File: src/rtl/alu_exec_pkg.sv
// Shared op-codes, widths and FSM encoding for the execute-stage ALU.
// ALU_EXEC_RADIX4_MUL_EN selects a 2-bit-per-cycle multiplier.
package alu_exec_pkg;

  localparam int DATA_W = 32;

  localparam logic [3:0] OP_AND   = 4'd0;
  localparam logic [3:0] OP_OR    = 4'd1;
  localparam logic [3:0] OP_ADD   = 4'd2;
  localparam logic [3:0] OP_SUB   = 4'd6;
  localparam logic [3:0] OP_SLT   = 4'd7;
  localparam logic [3:0] OP_MUL   = 4'd8;
  localparam logic [3:0] OP_NOR   = 4'd12;
  localparam logic [3:0] OP_SLTU  = 4'd13;
  localparam logic [3:0] OP_SHIFT = 4'd14;

`ifdef ALU_EXEC_RADIX4_MUL_EN
  localparam int MUL_STEP = 2;
`else
  localparam int MUL_STEP = 1;
`endif
  localparam int MUL_ITERS = DATA_W / MUL_STEP;
  localparam int CNT_W     = $clog2(MUL_ITERS);

  typedef enum logic {
    IDLE = 1'b0,
    MUL  = 1'b1
  } state_t;

endpackage

File: src/rtl/alu_mul_iter.sv
// Iterative shift-add multiplier producing the low DATA_W bits of a*b.
// ALU_EXEC_RADIX4_MUL_EN retires two multiplier bits per iteration.
module alu_mul_iter
  import alu_exec_pkg::*;
(
  input  logic              clk,
  input  logic              rst,
  input  logic              start,
  input  logic [DATA_W-1:0] a,
  input  logic [DATA_W-1:0] b,
  output logic              done,
  output logic [DATA_W-1:0] product
);

  localparam logic [CNT_W-1:0] LAST = CNT_W'(MUL_ITERS - 1);

  logic              running;
  logic [CNT_W-1:0]  cnt;
  logic [DATA_W-1:0] mcand, mplier, acc, partial, acc_next;

  always_comb begin
    partial = '0;
`ifdef ALU_EXEC_RADIX4_MUL_EN
    case (mplier[1:0])
      2'd1:    partial = mcand;
      2'd2:    partial = mcand << 1;
      2'd3:    partial = mcand + (mcand << 1);
      default: partial = '0;
    endcase
`else
    if (mplier[0]) partial = mcand;
`endif
    acc_next = acc + partial;
  end

  // done fires during the last iteration so the caller can register acc_next
  // at the same edge that retires it.
  assign done    = running && (cnt == LAST);
  assign product = acc_next;

  always_ff @(posedge clk) begin
    if (rst) begin
      running <= 1'b0;
      cnt     <= '0;
      mcand   <= '0;
      mplier  <= '0;
      acc     <= '0;
    end else if (start) begin
      running <= 1'b1;
      cnt     <= '0;
      mcand   <= a;
      mplier  <= b;
      acc     <= '0;
    end else if (running) begin
      acc     <= acc_next;
      mcand   <= mcand << MUL_STEP;
      mplier  <= mplier >> MUL_STEP;
      cnt     <= cnt + 1'b1;
      if (cnt == LAST) running <= 1'b0;
    end
  end

endmodule

File: src/rtl/alu_exec.sv
// Execute-stage ALU: single-cycle ops plus an iterative MUL that stalls via busy_o.
// ALU_EXEC_RADIX4_MUL_EN halves MUL latency (16 iterations instead of 32).
module alu_exec
  import alu_exec_pkg::*;
(
  input  logic              clk_i,
  input  logic              rst_i,
  input  logic              valid_i,
  input  logic [3:0]        ALUCtrl_i,
  input  logic              shamt_sel_i,
  input  logic [4:0]        shamt_i,
  input  logic [DATA_W-1:0] src1_i,
  input  logic [DATA_W-1:0] src2_i,
  output logic [DATA_W-1:0] result_o,
  output logic              zero_o,
  output logic              valid_o,
  output logic              busy_o
);

  state_t            state, next_state;
  logic              accept, mul_start, mul_done;
  logic [4:0]        amt;
  logic [DATA_W-1:0] alu_res, mul_prod;

  assign accept    = valid_i && !busy_o;
  assign mul_start = accept && (ALUCtrl_i == OP_MUL);

  always_comb begin
    amt     = shamt_sel_i ? shamt_i : src1_i[4:0];
    alu_res = '0;
    case (ALUCtrl_i)
      OP_AND:   alu_res = src1_i & src2_i;
      OP_OR:    alu_res = src1_i | src2_i;
      OP_ADD:   alu_res = src1_i + src2_i;
      OP_SUB:   alu_res = src1_i - src2_i;
      OP_SLT:   alu_res = {31'd0, $signed(src1_i) < $signed(src2_i)};
      OP_SLTU:  alu_res = {31'd0, src1_i < src2_i};
      OP_NOR:   alu_res = ~(src1_i | src2_i);
      OP_SHIFT: alu_res = DATA_W'($signed(src2_i) >>> amt);
      default:  alu_res = '0;
    endcase
  end

  alu_mul_iter u_mul (
    .clk     (clk_i),
    .rst     (rst_i),
    .start   (mul_start),
    .a       (src1_i),
    .b       (src2_i),
    .done    (mul_done),
    .product (mul_prod)
  );

  always_ff @(posedge clk_i) begin
    if (rst_i) state <= IDLE;
    else       state <= next_state;
  end

  always_comb begin
    next_state = state;
    case (state)
      IDLE:    if (mul_start) next_state = MUL;
      MUL:     if (mul_done)  next_state = IDLE;
      default: next_state = IDLE;
    endcase
  end

  // MUL completion and a new accept are exclusive: accept needs busy_o low.
  always_ff @(posedge clk_i) begin
    if (rst_i) begin
      result_o <= '0;
      zero_o   <= 1'b0;
      valid_o  <= 1'b0;
      busy_o   <= 1'b0;
    end else begin
      valid_o <= 1'b0;
      busy_o  <= (next_state == MUL);
      if (mul_done) begin
        result_o <= mul_prod;
        zero_o   <= (mul_prod == '0);
        valid_o  <= 1'b1;
      end else if (accept && !mul_start) begin
        result_o <= alu_res;
        zero_o   <= (alu_res == '0);
        valid_o  <= 1'b1;
      end
    end
  end

endmodule
File: config.mk
export PLATFORM = sky130hd
export DESIGN_NAME = alu_exec
export DESIGN_NICKNAME = d
export VERILOG_FILES = /design/src/rtl/alu_exec_pkg.sv /design/src/rtl/alu_mul_iter.sv /design/src/rtl/alu_exec.sv
export SDC_FILE = /design/constraint.sdc
export NUM_CORES = 1
export LEC_CHECK = 0
export ABC_AREA = 1
export CORE_UTILIZATION = 33
export DETAILED_ROUTE_END_ITERATION = 7
export SETUP_SLACK_MARGIN = 0.15
export SYNTH_ARGS = -nofsm -noshare
export SYNTH_HDL_FRONTEND = slang
export SYNTH_HIERARCHICAL = 1
export SYNTH_SLANG_ARGS = --single-unit
File: constraint.sdc
create_clock -name clk_i -period 3.29 [get_ports clk_i]
set_input_delay 0.8225 -clock clk_i [delete_from_list [all_inputs] [get_ports clk_i]]
set_output_delay 0.8225 -clock clk_i [all_outputs]
set_load 0.005 [all_outputs]
==> implementation parameters <==
Parameter                              Value

Outcome
  Result of the run    finished, final reports clean

Pwr
  Power density over cell area    259 nW/um2
  VDD IR-drop max    0.271 mV
  Total design power    6.49 mW
  Total leakage power    13.9 nW

Critical path
  Critical path data arrival time    around 3.5 ns
  Category of the most critical setup path    flip-flop to flip-flop
  Required time worst endpoint    between 3 and 4 ns
  Kind of end point of the critical path    flip-flop
  CP Cell Sequence    clkbuf_16, nand2_2, inv_1, ha_2, fa_2, nand3_2, nand3_2, nand2_2, nand2_1, buf_4, xor2_1, nor4_1, and3_4, a41oi_2, buf_4, a21oi_2
  Maximum fanout along the worst path    4
  Worst path slowest cell    sky130_fd_sc_hd__fa_2
  R2R depth    16
  Setup crit start kind    flip-flop
  Largest stage delay on the critical path    0.38 ns

STA
  Final number of setup-violating endpoints    0
  Count of final hold-check violations    0
  Final count of pins violating max slew    0
  Worst hold slack across all endpoints    ~0.47 ns
  Setup repair after global routing missed its margin    no
  Final critical delay including setup and external delays    3.07 ns
  Transition time at the pin with the least slew margin    0.836 ns
  Tightest slew margin relative to the limit    44.2%
  Upper clock frequency limit    326 MHz
  Clock tree skew after final layout    approximately 0.013 ns
  Setup_tns    0 ns
  Smallest setup slack after layout    around 0.22 ns
  Final clock period utilization by the worst path    93.4%

Routing
  Aggregate routed wire length    85500 um
  First-pass iteration count of the detailed router    6
  Post-route antenna net violation count    0
  Via count    about 23000
  First-iteration detailed-routing DRC count    approximately 2500
  Post-detailed-route via-to-cell ratio    about 5.1
  Residual DRC count    0
  Avg WL per Cell    19.3 um

Synthesis
  Number of different library cells in the post-synthesis netlist    52
  Sequential area share after synthesis    15.9%
  Seq cells post-synth    137
  Mapped cell area    17300 um2
  Post-synth EDFFs    0
  Net count after synthesis    3459
  Primary FF master, synth    sky130_fd_sc_hd__dfxtp_1
  Gate Count Post-Synth    3238
  Share of flip-flops with an asynchronous set or reset after synthesis    0%
  Count of yosys warnings during synthesis    6
  Synth Area per Inst    approximately 5.3 um2

GRT
  Initial antenna violation count    4
  Combined global-route utilization of all metal layers    31.2%
  First-pass GRT wire length    124000 um
  Vias in the first global route    20500
  Total congestion overflow after global routing    0
  Largest net degree at the start of global routing    54

Floorplanning
  Die ar.    between 50000 and 60000 um2
  Core area    51500 um2
  Floorplan die width    roughly 230 um
  Number of placement rows    83
  I/O pins    112
  Starting density of the core    33.5%
  DIE HEIGHT    ~230 um

Layout
  Commonest non-fill, non-tap cell in the layout    sky130_fd_sc_hd__nand2_1
  Commonest non-fill, non-tap cells in the layout    sky130_fd_sc_hd__nand2_1 (1087), sky130_fd_sc_hd__inv_1 (519), sky130_fd_sc_hd__buf_4 (456)
  Final core utilization    approximately half
  Flip-flop and latch area    ~2700 um2
  Number of diodes    0
  Filler cells    5534
  Combined area of the multi-input logic cells    roughly 14000 um2
  Post-Layout Inst Area    25100 um2
  Nets    3954
  Area delta synth->final    45.2%
  Layout cell share with drive strength beyond 1    between 20% and 30%
  Final standard cell count with taps included and fillers excluded    ~4400

Placement
  Post-Place Cell Area    about 22000 um2
  DPL Wire Length    approximately 70000 um
  Post-placement cell count    4377
  Count of buffers inserted at the top-level ports    111
  Worst slack, placed    -0.763 ns
  Routability Congestion    1.05

Clock tree
  Worst-Skew Late Latency    0.47 ns
  CTS Buf Count    17
  CTS H-Tree Depth    4
  CTS tree    built
  Maximum buffer depth of the clock tree    2
  Root buf cell    sky130_fd_sc_hd__clkbuf_16
  Hold bufs inserted after CTS    0
  Clock-pin slew on the worst setup and hold paths    roughly 0.06 ns
  Sinks on the clock net    137

Run
  Number of maximum-capacitance constraint violations    0

Min path
  Min-Delay Path Depth    2
  Hold crit path type    flip-flop to flip-flop
[cells by family after synthesis]
| family | synth area share (%) |
|---|---|
| flip-flops | 15.9 |
| AO/OA/AOI/OAI | 11.8 |
| buffers and inverters | 16.0 |
| XOR/XNOR | 0.804 |
| adder cells (fa/ha/maj) | 10.6 |
| AND/OR/NAND/NOR | 44.9 |
[synthesized netlist by cell type, types with 5 or more instances]
cell	number	area [um2]
sky130_fd_sc_hd__a21oi_1	119	596
sky130_fd_sc_hd__a22oi_1	24	180
sky130_fd_sc_hd__a31oi_1	41	257
sky130_fd_sc_hd__and3_1	5	31.3
sky130_fd_sc_hd__buf_1	12	45.0
sky130_fd_sc_hd__buf_2	54	270
sky130_fd_sc_hd__buf_4	7	52.6
sky130_fd_sc_hd__clkbuf_1	40	150
sky130_fd_sc_hd__dfxtp_1	137	2740
sky130_fd_sc_hd__ha_1	141	1760
sky130_fd_sc_hd__inv_1	574	2150
sky130_fd_sc_hd__nand2_1	1214	4560
sky130_fd_sc_hd__nand2_2	9	56.3
sky130_fd_sc_hd__nand3_1	334	1670
sky130_fd_sc_hd__nand4_1	22	138
sky130_fd_sc_hd__nor2_1	260	976
sky130_fd_sc_hd__nor2_2	5	31.3
sky130_fd_sc_hd__nor3_1	24	120
sky130_fd_sc_hd__nor4_1	7	43.8
sky130_fd_sc_hd__o211ai_1	20	150
sky130_fd_sc_hd__o21ai_0	70	350
sky130_fd_sc_hd__o21ai_1	6	30.0
sky130_fd_sc_hd__o21bai_1	10	75.1
sky130_fd_sc_hd__o221ai_1	15	131
sky130_fd_sc_hd__o22ai_1	26	163
sky130_fd_sc_hd__xor2_1	11	96.3
[repair_timing]
action | CTS | global route
gates resized for setup | 128 | 473
pin swaps | 11 | 108
endpoints found under the setup margin | 26 | 27
gates cloned | 0 | 1
setup buffers | 0 | 16
[registers in the layout (all words and copies together) (netlist names), 5 cells and up]
register	flops
result_o	32
u_mul/acc	32
u_mul/cnt	5
u_mul/mcand	32
u_mul/mplier	32
[power by group]
| group | switching [mW] | internal, mW |
|---|---|---|
| Sequential | 0.0308 | 1.70 |
| Combinational | 1.72 | 1.20 |
| Clock | 0.751 | 1.09 |
| Total | 2.50 | 3.99 |
[final timing paths]
path | startpoint | endpoint | slack (ns)
max | u_mul/mplier[0]$_SDFFE_PP0P_ | zero_o$_SDFFE_PP0P_ | 0.22
min | u_mul/mplier[16]$_SDFFE_PP0P_ | u_mul/mplier[16]$_SDFFE_PP0P_ | 0.47
max reg2reg | u_mul/mplier[0]$_SDFFE_PP0P_ | zero_o$_SDFFE_PP0P_ | 0.22
min reg2reg | u_mul/mplier[16]$_SDFFE_PP0P_ | u_mul/mplier[16]$_SDFFE_PP0P_ | 0.47
[layer usage]
layer  global-route usage, %  share of wire, %
met1                    44.8                46
met2                    45.3                41
met3                    6.13               9.5
met4                    12.1               4.1
met5                       0             0.034
[cell type report]
cell class,instances,area share (%)
Inverter,584,8.81
Clock inverter,8,0.279
Tap cell,680,3.39
Timing Repair Buffer,594,20.4
Sequential cell,137,11.0
Clock buffer,24,1.92
Multi-Input combinational cell,2399,54.2
[critical path: cells and delay by family, from the launching register on]
kind / cells / cell delay [ns]
adders and majority gates: 2 / 0.57
and+or+nand+nor: 7 / 1.11
xor gates and xnor gates: 1 / 0.15
AOI/OAI and AO/OA: 2 / 0.24
buffers and inverters: 4 / 0.54
DFF: 1 / 0.37
Power figures use the tool's default switching activity.
